===== src/rtl/alu_exe_stage.sv =====
// Two-stage ALU execute pipeline: E1 latches the issued operands, E2 holds the result
// for forwarding and for the valid/ready completion record to writeback.
module alu_exe_stage #(
    parameter int DATA_LEN     = 32,
    parameter int ADDR_LEN     = 32,
    parameter int RRF_SEL      = 6,
    parameter int ALU_OP_WIDTH = 4
) (
    input  logic                    clk_i,
    input  logic                    reset_i,
    input  logic                    kill_i,
    input  logic                    issue_i,
    input  logic [DATA_LEN-1:0]     op_1_i,
    input  logic [DATA_LEN-1:0]     op_2_i,
    input  logic [ADDR_LEN-1:0]     pc_i,
    input  logic [DATA_LEN-1:0]     imm_i,
    input  logic [RRF_SEL-1:0]      rrf_tag_i,
    input  logic                    dst_val_i,
    input  logic [ALU_OP_WIDTH-1:0] alu_op_i,
    output logic                    stall_o,
    output logic [DATA_LEN-1:0]     fwd_result_o,
    output logic [RRF_SEL-1:0]      fwd_dst_o,
    output logic                    wb_valid_o,
    input  logic                    wb_ready_i,
    output logic [RRF_SEL-1:0]      wb_rrf_tag_o,
    output logic [DATA_LEN-1:0]     wb_result_o,
    output logic                    wb_dst_val_o
);

    localparam logic [ALU_OP_WIDTH-1:0] OP_ADD   = ALU_OP_WIDTH'(0);
    localparam logic [ALU_OP_WIDTH-1:0] OP_SUB   = ALU_OP_WIDTH'(1);
    localparam logic [ALU_OP_WIDTH-1:0] OP_SLL   = ALU_OP_WIDTH'(2);
    localparam logic [ALU_OP_WIDTH-1:0] OP_SLT   = ALU_OP_WIDTH'(3);
    localparam logic [ALU_OP_WIDTH-1:0] OP_SLTU  = ALU_OP_WIDTH'(4);
    localparam logic [ALU_OP_WIDTH-1:0] OP_XOR   = ALU_OP_WIDTH'(5);
    localparam logic [ALU_OP_WIDTH-1:0] OP_SRL   = ALU_OP_WIDTH'(6);
    localparam logic [ALU_OP_WIDTH-1:0] OP_SRA   = ALU_OP_WIDTH'(7);
    localparam logic [ALU_OP_WIDTH-1:0] OP_OR    = ALU_OP_WIDTH'(8);
    localparam logic [ALU_OP_WIDTH-1:0] OP_AND   = ALU_OP_WIDTH'(9);
    localparam logic [ALU_OP_WIDTH-1:0] OP_ADDI  = ALU_OP_WIDTH'(10);
    localparam logic [ALU_OP_WIDTH-1:0] OP_LUI   = ALU_OP_WIDTH'(11);
    localparam logic [ALU_OP_WIDTH-1:0] OP_AUIPC = ALU_OP_WIDTH'(12);
    localparam logic [ALU_OP_WIDTH-1:0] OP_LINK  = ALU_OP_WIDTH'(13);

    logic                    e1_valid_q, e1_valid_d;
    logic [DATA_LEN-1:0]     e1_op1_q, e1_op1_d;
    logic [DATA_LEN-1:0]     e1_op2_q, e1_op2_d;
    logic [ADDR_LEN-1:0]     e1_pc_q, e1_pc_d;
    logic [DATA_LEN-1:0]     e1_imm_q, e1_imm_d;
    logic [RRF_SEL-1:0]      e1_tag_q, e1_tag_d;
    logic                    e1_dst_val_q, e1_dst_val_d;
    logic [ALU_OP_WIDTH-1:0] e1_alu_op_q, e1_alu_op_d;

    logic                    e2_valid_q, e2_valid_d;
    logic [DATA_LEN-1:0]     e2_result_q, e2_result_d;
    logic [RRF_SEL-1:0]      e2_tag_q, e2_tag_d;
    logic                    e2_dst_val_q, e2_dst_val_d;

    logic                    accept;
    logic                    adv;
    logic                    wb_fire;
    logic [DATA_LEN-1:0]     alu_result;
    logic [4:0]              shamt;

    assign stall_o = e1_valid_q & e2_valid_q & ~wb_ready_i;
    assign accept  = issue_i & ~stall_o & ~kill_i;
    assign adv     = e1_valid_q & (~e2_valid_q | wb_ready_i) & ~kill_i;
    assign wb_fire = e2_valid_q & wb_ready_i;
    assign shamt   = e1_op2_q[4:0];

    always_comb begin
        alu_result = '0;
        case (e1_alu_op_q)
            OP_ADD:   alu_result = e1_op1_q + e1_op2_q;
            OP_SUB:   alu_result = e1_op1_q - e1_op2_q;
            OP_SLL:   alu_result = e1_op1_q << shamt;
            OP_SLT:   alu_result = DATA_LEN'($signed(e1_op1_q) < $signed(e1_op2_q));
            OP_SLTU:  alu_result = DATA_LEN'(e1_op1_q < e1_op2_q);
            OP_XOR:   alu_result = e1_op1_q ^ e1_op2_q;
            OP_SRL:   alu_result = e1_op1_q >> shamt;
            OP_SRA:   alu_result = $unsigned($signed(e1_op1_q) >>> shamt);
            OP_OR:    alu_result = e1_op1_q | e1_op2_q;
            OP_AND:   alu_result = e1_op1_q & e1_op2_q;
            OP_ADDI:  alu_result = e1_op1_q + e1_imm_q;
            OP_LUI:   alu_result = e1_imm_q;
            OP_AUIPC: alu_result = DATA_LEN'(e1_pc_q) + e1_imm_q;
            OP_LINK:  alu_result = DATA_LEN'(e1_pc_q + ADDR_LEN'(4));
            default:  alu_result = '0;
        endcase
    end

    // Kill wins over everything; otherwise a fresh accept may refill E1 in the
    // same edge that E1 drains into E2.
    always_comb begin
        e1_valid_d   = e1_valid_q;
        e1_op1_d     = e1_op1_q;
        e1_op2_d     = e1_op2_q;
        e1_pc_d      = e1_pc_q;
        e1_imm_d     = e1_imm_q;
        e1_tag_d     = e1_tag_q;
        e1_dst_val_d = e1_dst_val_q;
        e1_alu_op_d  = e1_alu_op_q;
        e2_valid_d   = e2_valid_q;
        e2_result_d  = e2_result_q;
        e2_tag_d     = e2_tag_q;
        e2_dst_val_d = e2_dst_val_q;
        if (kill_i) begin
            e1_valid_d = 1'b0;
            e2_valid_d = 1'b0;
        end else begin
            if (accept) begin
                e1_valid_d   = 1'b1;
                e1_op1_d     = op_1_i;
                e1_op2_d     = op_2_i;
                e1_pc_d      = pc_i;
                e1_imm_d     = imm_i;
                e1_tag_d     = rrf_tag_i;
                e1_dst_val_d = dst_val_i;
                e1_alu_op_d  = alu_op_i;
            end else if (adv) begin
                e1_valid_d = 1'b0;
            end
            if (adv) begin
                e2_valid_d   = 1'b1;
                e2_result_d  = alu_result;
                e2_tag_d     = e1_tag_q;
                e2_dst_val_d = e1_dst_val_q;
            end else if (wb_fire) begin
                e2_valid_d = 1'b0;
            end
        end
    end

    always_ff @(posedge clk_i or negedge reset_i) begin
        if (!reset_i) begin
            e1_valid_q   <= 1'b0;
            e1_op1_q     <= '0;
            e1_op2_q     <= '0;
            e1_pc_q      <= '0;
            e1_imm_q     <= '0;
            e1_tag_q     <= '0;
            e1_dst_val_q <= 1'b0;
            e1_alu_op_q  <= '0;
            e2_valid_q   <= 1'b0;
            e2_result_q  <= '0;
            e2_tag_q     <= '0;
            e2_dst_val_q <= 1'b0;
        end else begin
            e1_valid_q   <= e1_valid_d;
            e1_op1_q     <= e1_op1_d;
            e1_op2_q     <= e1_op2_d;
            e1_pc_q      <= e1_pc_d;
            e1_imm_q     <= e1_imm_d;
            e1_tag_q     <= e1_tag_d;
            e1_dst_val_q <= e1_dst_val_d;
            e1_alu_op_q  <= e1_alu_op_d;
            e2_valid_q   <= e2_valid_d;
            e2_result_q  <= e2_result_d;
            e2_tag_q     <= e2_tag_d;
            e2_dst_val_q <= e2_dst_val_d;
        end
    end

    assign wb_valid_o   = e2_valid_q;
    assign wb_rrf_tag_o = e2_tag_q;
    assign wb_result_o  = e2_result_q;
    assign wb_dst_val_o = e2_dst_val_q;
    assign fwd_result_o = e2_result_q;
    assign fwd_dst_o    = (e2_valid_q & e2_dst_val_q) ? e2_tag_q : '0;

endmodule


===== config.mk =====
export PLATFORM = sky130hd
export DESIGN_NAME = alu_exe_stage
export DESIGN_NICKNAME = d
export VERILOG_FILES = /design/src/rtl/alu_exe_stage.sv
export SDC_FILE = /design/constraint.sdc
export NUM_CORES = 1
export LEC_CHECK = 0
export BUFFER_PORTS_ARGS = -buffer_cell sky130_fd_sc_hd__buf_4
export CORE_ASPECT_RATIO = 2
export CORE_MARGIN = 1.5
export CORE_UTILIZATION = 55
export CTS_CLUSTER_SIZE = 24
export DETAILED_ROUTE_END_ITERATION = 16
export PLACE_DENSITY_LB_ADDON = 0.15
export SLEW_MARGIN = 15
export SYNTH_ARGS = -nofsm -noshare
export SYNTH_HDL_FRONTEND = slang
export SYNTH_SLANG_ARGS = --single-unit

===== constraint.sdc =====
create_clock -name clk_i -period 4.1 [get_ports clk_i]
set_input_delay 0.82 -clock clk_i [delete_from_list [all_inputs] [get_ports clk_i]]
set_output_delay 0.82 -clock clk_i [all_outputs]
set_load 0.05 [all_outputs]

==> results of run 1 <==
metrics by stage:
step | instance area [sq um] | setup WS (ps) | utilization
after floorplan | 19270 | 271.8 | -
after global placement | 21850 | -25.45 | 0.6339
after detailed placement | 21850 | -47.39 | 0.6339
after CTS | 22430 | 85.15 | 0.6506
logic make-up after synthesis:
kind of cell / Yosys count
AOI/OAI and AO/OA: 701
and+or+nand+nor: 626
buffers and inverters: 290
muxes: 262
xor gates and xnor gates: 70
DFF: 180
adders and majority gates: 140
routing by layer:
layer	overflow	GRT usage
met3	4	0.4890
met4	97	0.6966
met5	0	0.1417
met1	1	0.6678
met2	143	0.9018
what timing repair did:
| action | 4_1_cts |
|---|---|
| resized for setup | 1 |
| setup endpoints to repair | 1 |
| hold buffers | 0 |
==> flow_results.org, run 1 <==
** Status
- Run status :: aborted with a tool error
- Last stage the flow got to :: 5_1_grt
- Stop err :: [ERROR GRT-0116] Global routing finished with congestion. Check the congestion regions in the DRC Viewer.

** Logic synthesis
- In the synthesized netlist the dominant register cell turns out to be dfrtp_1.
- After synthesis, the largest family of logic cells by area is compound AO/OA/AOI/OAI gates.
- By area the synthesized netlist is led by dfrtp_1 (23%), mux2_2 (9.1%), ha_1 (8.9%), mux4_2 (5.3%), a21oi_1 (4.2%).
- Area share of the leading cell type in the synthesized netlist :: 0.2337
- List of most frequent post-synthesis cells :: nand2_1 (188), nor2_1 (188), dfrtp_1 (180), a21oi_1 (160), mux2_2 (155)
- Fraction of the yosys area taken by sequential cells :: 0.2337
- Mapped Nets :: 2,553
- Share of cell area taken by muxes after synthesis :: 0.1753
- Yosys mapped the design onto 98 distinct sky130hd cell types.
- Synth Area in Adders :: 0.09205
- Yosys printed 0 warnings.
- Summed instance area of the synthesized netlist :: 19,270 sq um
- Synth Area in Compound Gates :: 0.2469
- Biggest area consumer among synthesized cells :: dfrtp_1
- Register bit count reported by yosys :: 180
- A synthesized cell averages between 8 and 9 sq um.
- Synthesis produced a netlist whose cell count is between 2k and 2.5k.
- FFs w/ async S/R, synth :: 1.000
- Simple-Gate Fraction of Synth Area :: 0.1517
- Yosys mapped a number of flops with a built-in enable equal to 0.
- Xor and xnor area share after synthesis :: 0.03181

** Clocking
- In this run the clock root is driven by a clkbuf_16.
- Longest Clk Path Bufs :: 2
- Number of levels in the clock H-tree :: 4
- In this run, CTS created clock tree buffers numbering 17.
- Number of setup buffers added after CTS :: 0
- The clock net in this run drives a total of between 150 and 200 sinks.

** Place
- Final HPWL from detailed placement :: ~80 mm
- Last weighted congestion value of the routability-driven placer :: between 1 and 1.5
- During placement, the flow inserted port buffers numbering about 220.
- Placed instance count :: 2,904

** Global route
- Overall track demand over capacity in global routing :: 0.6866
- Remaining Overflow, GRT :: between 200 and 250
- The number of global-route vias before repair came to ~25k.
- First-pass GRT wire length :: about 180 mm
- Entering global routing, the biggest net connects 140 pins.

** Die
- Chip height :: approximately 270 um
- The die is ~140 um wide.
- Row generation in the floorplan step produced 96 rows.
- Top-Level Pins :: ~220
- The initial utilization of the core area, before any placement, comes to 0.5591.
==> inputs of run 2 (changes only) <==
--- a/config.mk
+++ b/config.mk
@@ -6,10 +6,8 @@
 export NUM_CORES = 1
 export LEC_CHECK = 0
 export BUFFER_PORTS_ARGS = -buffer_cell sky130_fd_sc_hd__buf_4
-export CORE_ASPECT_RATIO = 2
 export CORE_MARGIN = 1.5
-export CORE_UTILIZATION = 55
-export CTS_CLUSTER_SIZE = 24
+export CORE_UTILIZATION = 40
 export DETAILED_ROUTE_END_ITERATION = 16
 export PLACE_DENSITY_LB_ADDON = 0.15
 export SLEW_MARGIN = 15
==> constraint.sdc (replaced) <==
create_clock -name clk_i -period 5.33 [get_ports clk_i]
set_input_delay 1.066 -clock clk_i [delete_from_list [all_inputs] [get_ports clk_i]]
set_output_delay 1.066 -clock clk_i [all_outputs]
set_load 0.05 [all_outputs]
==> flow_results.org, run 2 <==
** Place
- Placed instance count :: 2,992 (+3.0%)
- The number of buffers inserted by port buffering came to 222 (unchanged).
- The sum of net half-perimeters after detailed placement is 75.27 mm (-5.4%).
- Last weighted congestion value of the routability-driven placer :: 1.067 (-16%)
- The area after detailed placement came to 21,410 sq um (-2.0%).

** Die
- Starting utilization of the core area :: 0.4045 (-0.1546)
- Die outline width :: 222.5 um (+64%)
- Core area :: 47,650 sq um
- Top-Level Pins :: 223 (unchanged)
- Row Count :: 80 (-17%)
- Chip height :: 222.5 um (-17%)
- The floorplan step defined a die boundary enclosing just under 50,000 sq um.

** Global route
- Remaining Overflow, GRT :: 0
- Vias in the first global route :: between 15k and 20k
- Entering global routing, the biggest net connects between 90 and 100 pins.
- Initial antenna violation count :: 2
- Overall track demand over capacity in global routing :: 0.3863
- In the global route stage, met2 resource usage came out at 0.5453.
- Global-route track usage on met1 :: 0.5492
- After global routing, the most crowded layer is met1.
- First-pass GRT wire length :: approximately 140 mm
- For this run, global-route usage on met3 was measured as 0.1152.

** Status
- The flow ran to the end, and the final reports show no timing, DRC or antenna violations.

** Min path
- The worst hold path begins at e1_dst_val_q.
- The min-delay analysis places its worst path in the category flip-flop to flip-flop.

** Logic synthesis
- Mapped Nets :: 2,553 (unchanged)
- The post-synthesis instance area came to 19,270 sq um (unchanged).
- Dominant register cell in the synthesized netlist :: dfrtp_1
- Mapped Cells :: 2,269 (unchanged)
- The unique cell type count in the Yosys netlist was 98 (unchanged).
- List of most frequent post-synthesis cells :: nand2_1 (188), nor2_1 (188), dfrtp_1 (180), a21oi_1 (160), mux2_2 (155)
- Largest cells by area after synthesis :: dfrtp_1 (23%), mux2_2 (9.1%), ha_1 (8.9%), mux4_2 (5.3%), a21oi_1 (4.2%)
- Post-synth EDFFs :: 0 (unchanged)
- FFs w/ async S/R, synth :: 1.000 (unchanged)
- The register area share after synthesis was 0.2337 (unchanged).
- The synthesized area per cell is 8.495 sq um (unchanged).
- The proportion of netlist area held by the largest area contributor came to 0.2337 (unchanged).
- The synthesized design spends more area on one cell type than any other, namely dfrtp_1.
- Register bit count reported by yosys :: 180 (unchanged)
- Number of warnings issued by yosys :: 0 (unchanged)

** STA
- The number of hold violations in the final report was 0.
- The total count of max-transition violations in the final report came to 0.
- Hold_ws :: 505.8 ps
- Unrepaired setup endpoints after global routing :: no
- The smallest clock period supported by the final layout is computed as between 4000 and 5000 ps.
- Max frequency :: ~0.22 GHz
- Aggregate negative setup slack :: 0 ps
- Actual slew at the worst max-slew pin :: roughly 1100 ps
- Setup violations, final :: 0
- Of the available clock period, the critical path in the final layout requires 0.8484.
- Slew margin rel. :: 0.2880
- For the final database, setup skew stands at around 20 ps.

** Route
- In the routed layout, each cell is associated on average with a via count of about 6.7.
- Routed vias :: slightly above 20k
- ANT nets after route :: 0
- Overall routed net length :: about 97 mm
- Drt first-iter violations :: ~3.0k
- Wire length per cell :: roughly 32 um
- Drc violations :: 0
- Before antenna repair, the detailed router went through 9 iterations.

** Finish
- Fill cells in the final layout number roughly 4.8k.
- The final layout contains 2,680 nets.
- Final standard cell area without fillers :: 22,020 sq um
- From synthesis to final layout, the design area changed by 14.23%.
- Fraction of final layout cells with drive strength greater than 1 :: 0.2399
- Filler-free cell count of the finished design :: ~3.0k
- Most common cell after layout, fill and taps aside :: buf_4
- The library cells used most frequently in the layout, excluding fill and tap cells, are buf_4 (293), nand2_1 (188), nor2_1 (188), dfrtp_1 (176), a21oi_1 (160).
- Once layout is complete, the utilization of the core stands at 0.4621.

** Setup path
- The number of buffers and inverters on the critical path is 2.
- Crit path kind :: flip-flop to flip-flop
- Kind of cell adding the most delay to the critical path :: compound AO/OA/AOI/OAI gates
- Worst setup path start :: e1_op2_q[1]
- The largest single stage delay on the critical path is between 600 and 700 ps.
- In this run the critical register-to-register path is launched from e1_op2_q[1].
- Required time at the endpoint of the critical path :: 5670 ps
- Traced cell by cell, the critical path runs through buf_4 > buf_4 > mux2i_1 > mux2i_1 > o21ai_0 > o22ai_1 > a221oi_1 > o221ai_1 > a211oi_1 > a21oi_1.
- STA classifies the critical path startpoint as a flip-flop.
- The slowest stage of the critical path is the o21ai_0 cell.
- For the worst setup path, the data arrival time is 4860 ps.
- Worst Setup End Kind :: flip-flop
- Of all nets on the critical path, the largest fanout is 50.

** Power
- The analysis attributes to cell leakage a power of 9.391 nW.
- Power density over the cells :: roughly 420 nW/um^2
- Peak VDD IR :: 290.0 uV

** Clocking
- The hold buffer count at CTS came to 0 (unchanged).
- After clock tree synthesis, the clock-pin slew on the worst setup and hold paths is ~80 ps.
- The count of buffers added by post-CTS timing repair for setup is 0 (unchanged).
- The tree is rooted in a clkbuf_16.
- The TritonCTS buffer count was 17 (unchanged).
- TritonCTS clock tree :: yes
- Longest Clk Path Bufs :: 2 (unchanged)
- Worst-Skew Late Latency :: 510 ps
- CTS-repair resized insts :: 0 (-1)
- The total clock sinks was 180 (unchanged).
- Number of levels in the clock H-tree :: 4 (unchanged)

** Run
- The tool flagged a number of max-cap violations equal to 0.
run 2: stage by stage:
stage / total power [W] / setup WS (ps)
2_1_floorplan: 0.005810 / 1502
3_3_place_gp: 0.007835 / 891.4
4_1_cts: 0.009171 / 898.6
3_5_place_dp: 0.007823 / 928.8
5_1_grt: 0.009727 / 597.0
6_report: 0.009356 / 808.3
run 2: logic make-up after synthesis:
group	after synthesis	share of synthesized area
XOR/XNOR	70	0.03181
adder cells (fa/ha/maj)	140	0.09205
AND/OR/NAND/NOR	626	0.1517
buffers and inverters	290	0.06848
multiplexers	262	0.1753
AO/OA/AOI/OAI	701	0.2469
flip-flops	180	0.2337
run 2: power by group:
part	total, W	internal, W	switching [W]
clock network	0.00131	0.000627	0.000678
registers	0.00206	0.00162	0.000434
logic	0.00599	0.00202	0.00398
total	0.00936	0.00427	0.00509
run 2: worst paths after layout:
| check | cells past startpoint | slack, ps | end |
|---|---|---|---|
| setup / recovery | 10 | 810 | fwd_result_o[10] |
| hold / removal | 1 | 510 | wb_dst_val_o |
| setup reg to reg | 10 | 810 | fwd_result_o[10] |
| hold reg to reg | 1 | 510 | wb_dst_val_o |
| max in group asynchronous | 2 | 3740 | fwd_result_o[0] |
| min in group asynchronous | 1 | 580 | fwd_result_o[6] |
run 2: per-layer routing:
| layer | up-vias | routed length, um |
|---|---|---|
| li1 | 8716 | - |
| met1 | 10010 | 41410 |
| met2 | 1270 | 39710 |
| met3 | 206 | 11550 |
| met4 | 2 | 3941 |
| met5 | - | 15 |
run 2: final cells by class:
class,instances,area [sq um],area share
multi-input cells,1799,13500,0.6132
repair buffers,296,2253,0.1023
clock buffers,18,429.2,0.01949
flip-flops and latches,180,4514,0.2050
diodes,1,2.502,0.0001137
inverters,102,382.9,0.01739
clock inverters,14,163.9,0.007444
well taps,615,769.5,0.03495
Power figures use the tool's default switching activity.
==> inputs of run 3 (changes only) <==
--- a/config.mk
+++ b/config.mk
@@ -5,6 +5,7 @@
 export SDC_FILE = /design/constraint.sdc
 export NUM_CORES = 1
 export LEC_CHECK = 0
+export ABC_AREA = 1
 export BUFFER_PORTS_ARGS = -buffer_cell sky130_fd_sc_hd__buf_4
 export CORE_MARGIN = 1.5
 export CORE_UTILIZATION = 40
==> constraint.sdc (replaced) <==
create_clock -name clk_i -period 4.3 [get_ports clk_i]
set_input_delay 0.86 -clock clk_i [delete_from_list [all_inputs] [get_ports clk_i]]
set_output_delay 0.86 -clock clk_i [all_outputs]
set_load 0.05 [all_outputs]
==> flow_results.org, run 3 <==
** Global route
- Largest net degree at the start of global routing :: 72 (-26%)
- Overall track demand over capacity in global routing :: 0.4194 (+0.03319)
- Remaining Overflow, GRT :: 0 (unchanged)
- Global-route track usage on met1 :: 0.5386 (-0.01057)
- After global routing, the most crowded layer is met2.
- The global-route wire length before repair is 159.1 mm (+16%).
- Initial antenna violation count :: 7 (+5)
- Global Route met2 Usage :: 0.6242 (+0.07889)
- The number of global-route vias before repair came to 22.78k (+20%).
- GR Util met3 :: 0.08906 (-0.02612)

** Finish
- Most common cell after layout, fill and taps aside :: nand2_1
- Most used cells in the layout excluding fill and tap cells :: nand2_1 (1,054), nand3_1 (511), nor2_1 (431), inv_1 (409), buf_4 (279)
- Post-layout nets :: 3,982 (+49%)
- Post-synthesis to final-layout area growth :: 13.57%
- Fraction of final layout cells with drive strength greater than 1 :: 0.1059 (-0.1340)
- Fill cell count :: 5,767 (+21%)

** Route
- Drc violations :: 0 (unchanged)
- The total detailed-routing wirelength was 112.6 mm (+17%).
- The via total after detailed routing was 25.05k (+24%).
- The routed wirelength normalized by instance count was 25.62 um (-20%).
- The count of antenna-violating nets left after detailed routing is 0 (unchanged).
- The iteration-0 DRC count of the detailed router is 3,203 (+8.0%).
- Number of detailed-route iterations in the first pass :: 6 (-3)
- DR vias/cell :: 5.700 (-15%)

** Place
- The number of buffers inserted by port buffering was 222 (unchanged).
- The sum of net half-perimeters after detailed placement was 91.62 mm (+22%).
- The post-placement worst setup slack came to 611.7 ps (-317.0 ps).
- The global placement routability congestion was 1.070 (+0.28%).

** Clocking
- TritonCTS clock tree :: yes
- The number of levels in the clock H-tree came to 4 (unchanged).
- Total number of clock tree sinks :: 180 (unchanged)
- The post-cts resize count was 0 (unchanged).
- The clock insertion delay at the later pin of the skew report is 530 ps (+20 ps).
- Number of buffers inserted during clock tree synthesis :: 17 (unchanged)
- Clock transition time at the flip-flop clock pins of the worst setup and hold paths :: 80 ps (about the same)
- The buffer depth of the longest clock path was 2 (unchanged).
- CTS hold repair buffers :: 0 (unchanged)
- The root buffer cell chosen for the clock tree is clkbuf_16.
- Number of setup buffers added after CTS :: 0 (unchanged)

** Setup path
- Worst reg2reg path startpoint :: e1_alu_op_q[0]
- The cell family contributing the most delay on the critical path is simple AND/OR/NAND/NOR gates.
- The worst setup path is of the flip-flop to flip-flop kind.
- The signal on the critical path passes through nor2_1 > nand2_2 > buf_4 > nand2_1 > o21ai_0 > ha_1 > nand2_1 > nor2_1 > a21oi_1 > nand2_1 > nand2_1 > nand2_1 > nand2_1 > nand3_1 > nand4_1 > nand2_1 > nand2_1.
- In this run the critical register-to-register path is captured at fwd_result_o[31].
- Among all stages on the critical path, the largest delay is contributed by dfrtp_1.
- The most numerous cell type found on the critical path is nand2_1.
- Max incr delay on CP :: 440 ps (-200 ps)
- The highest fanout seen on the critical path was 48 (-4.0%).
- The signal arrival time at the worst endpoint came to 4270 ps (-590 ps).
- The required time at the worst-slack endpoint is 4710 ps (-960 ps).
- STA classifies the critical path startpoint as a flip-flop.
- Bufs and invs on worst path :: 1 (-1)
- The count of cells along the worst register-to-register path is 17 (+7).
- The worst setup path is captured at a flip-flop.
- Reg-to-reg setup timing slack :: 440 ps (-370 ps)

** STA
- Worst path setup slack after routing :: 438.5 ps (-369.8 ps)
- The achievable frequency was 0.2590 GHz (+17%).
- The total setup violations reported at the end of the flow came to 0 (unchanged).
- Slew margin rel. :: 0.2872 (-0.0008010)
- Number of failing hold endpoints at the final stage :: 0 (unchanged)
- Clock period minus worst slack :: 3861 ps (-660.2 ps)
- Aggregate negative setup slack :: 0 ps (unchanged)
- Unrepaired setup endpoints after global routing :: no
- Actual slew at the worst max-slew pin :: 1069 ps (+10.96 ps)
- The share of the clock period used by the worst path is 0.8980 (+0.04967).
- The post-route clock skew was 19.62 ps (-0.1953 ps).
- Max Transition Viols Final :: 0 (unchanged)

** Logic synthesis
- FFs w/ async S/R, synth :: 1.000 (unchanged)
- The proportion of netlist area held by the largest area contributor is 0.2174 (-0.01629).
- Biggest area consumer among synthesized cells :: dfrtp_1
- After synthesis, the most frequently instantiated cells are nand2_1 (1,056), nand3_1 (511), nor2_1 (431), inv_1 (411), a21oi_1 (240).
- Post-synth EDFFs :: 0 (unchanged)
- By area the synthesized netlist is led by dfrtp_1 (22%), nand2_1 (19%), nand3_1 (12%), ha_1 (8.3%), nor2_1 (7.8%).
- Number of warnings issued by yosys :: 0 (unchanged)
- Mapped Cells :: 3,565 (+57%)
- Summed instance area of the synthesized netlist :: 20,720 sq um (+7.5%)
- The synthesized area per cell is 5.812 sq um (-32%).
- Most frequent cell after synthesis :: nand2_1
- The number of synthesized register bits was 180 (unchanged).
- Library cells used by synthesis :: 49 (-50%)
- Mapped Nets :: 3,849 (+51%)
- The register area share after synthesis is 0.2174 (-0.01629).
- Among all flip-flop cells after synthesis, the most frequent one is dfrtp_1.

** Power
- Pleak :: 12.63 nW (+34%)
- The net switching power is 0.006259 W (+23%).
- The internal power was 0.004818 W (+13%).
- Power share of the combinational group :: 0.617 (-0.024)
- Switching part of the total :: 0.5650 (+0.02133)
- Clock network fraction of design power :: 0.162 (+0.022)
- Proportion of power drawn by flip-flops and latches :: 0.221 (about the same)
- Peak VDD IR :: 410.3 uV (+42%)
- Power density over the cells :: 470.8 nW/um^2 (+11%)

** Die
- Starting utilization of the core area :: 0.4039 (-0.0006847)
- Die outline width :: 230.6 um (+3.6%)
- The count of boundary I/O pins was 223 (unchanged).
- The placeable core area is 51,300 sq um (+7.7%).
- Die area :: 53,170 sq um (+7.4%)
- Chip height :: 230.6 um (+3.6%)
- Row Count :: 83 (+3.8%)

** Min path
- Tightest Hold Check Type :: input port to asynchronous set/reset pin

** Status
- Run status :: finished clean

** Run
- # Max-Cap Violations :: 0 (unchanged)
run 3: metal layers:
| metal | vias to the layer above | part of all wire |
|---|---|---|
| li1 | 11780 | - |
| met1 | 11510 | 0.40 |
| met2 | 1472 | 0.42 |
| met3 | 283 | 0.098 |
| met4 | 2 | 0.080 |
| met5 | - | 0.000089 |
run 3: kinds of logic after synthesis:
group,Yosys count,share of synthesized area
adders and majority gates,140,0.08563
xor gates and xnor gates,7,0.002959
AOI/OAI and AO/OA,463,0.1209
muxes,21,0.01141
DFF,180,0.2174
buffers and inverters,600,0.1220
and+or+nand+nor,2154,0.4396
run 3: worst max-delay path by stage:
stage,startpoint,end,slack [ps],cells after the start
after floorplan,e1_alu_op_q[0],fwd_result_o[6],1190,19
after global placement,e1_alu_op_q[0],fwd_result_o[31],610,17
after detailed placement,e1_alu_op_q[0],fwd_result_o[13],610,19
after CTS,e1_alu_op_q[0],fwd_result_o[31],600,17
after global routing,e1_alu_op_q[0],fwd_result_o[31],190,18
final,e1_alu_op_q[0],fwd_result_o[31],440,17
run 3: final cells by class:
cell class              count  area (sq um)  share of cell area
diodes                      3         7.507           0.0003190
repair buffers            286          2228             0.09470
clock inverters            13         180.2            0.007657
flip-flops and latches    180          4508              0.1916
inverters                 428          1609             0.06838
clock buffers              19         452.9             0.01925
multi-input cells        2785         13690              0.5819
well taps                 680         850.8             0.03616
run 3: worst register-to-register path, cell delays in order, from the launching register on:
cell and delay (ps):
dfrtp_1 440, nor2_1 400, nand2_2 300, buf_4 360
nand2_1 130, o21ai_0 120, ha_1 400, nand2_1 140
nor2_1 260, a21oi_1 110, nand2_1 200, nand2_1 110
nand2_1 80, nand2_1 40, nand3_1 210, nand4_1 250
nand2_1 130, nand2_1 70
run 3: stage by stage:
stage,hold slack (ps),util,area [sq um],instances,total power [W]
global route,365.2,0.4586,23530,4392,0.01166
CTS,341.2,0.4585,23520,4391,0.01090
finish,317.7,0.4587,23530,4394,0.01108
detailed placement,493.9,0.4462,22890,4359,0.009071
floorplan,478.1,-,20720,3565,0.006731
global placement,488.2,0.4462,22890,4359,0.009100
run 3: power groups by stage:
stage          clock [W]  combinational [W]  sequential [W]
2_1_floorplan          0            0.00405         0.00268
3_3_place_gp           0            0.00663         0.00247
3_5_place_dp           0            0.00661         0.00246
4_1_cts          0.00183            0.00663         0.00244
5_1_grt          0.00188            0.00731         0.00247
6_report         0.00180            0.00683         0.00245
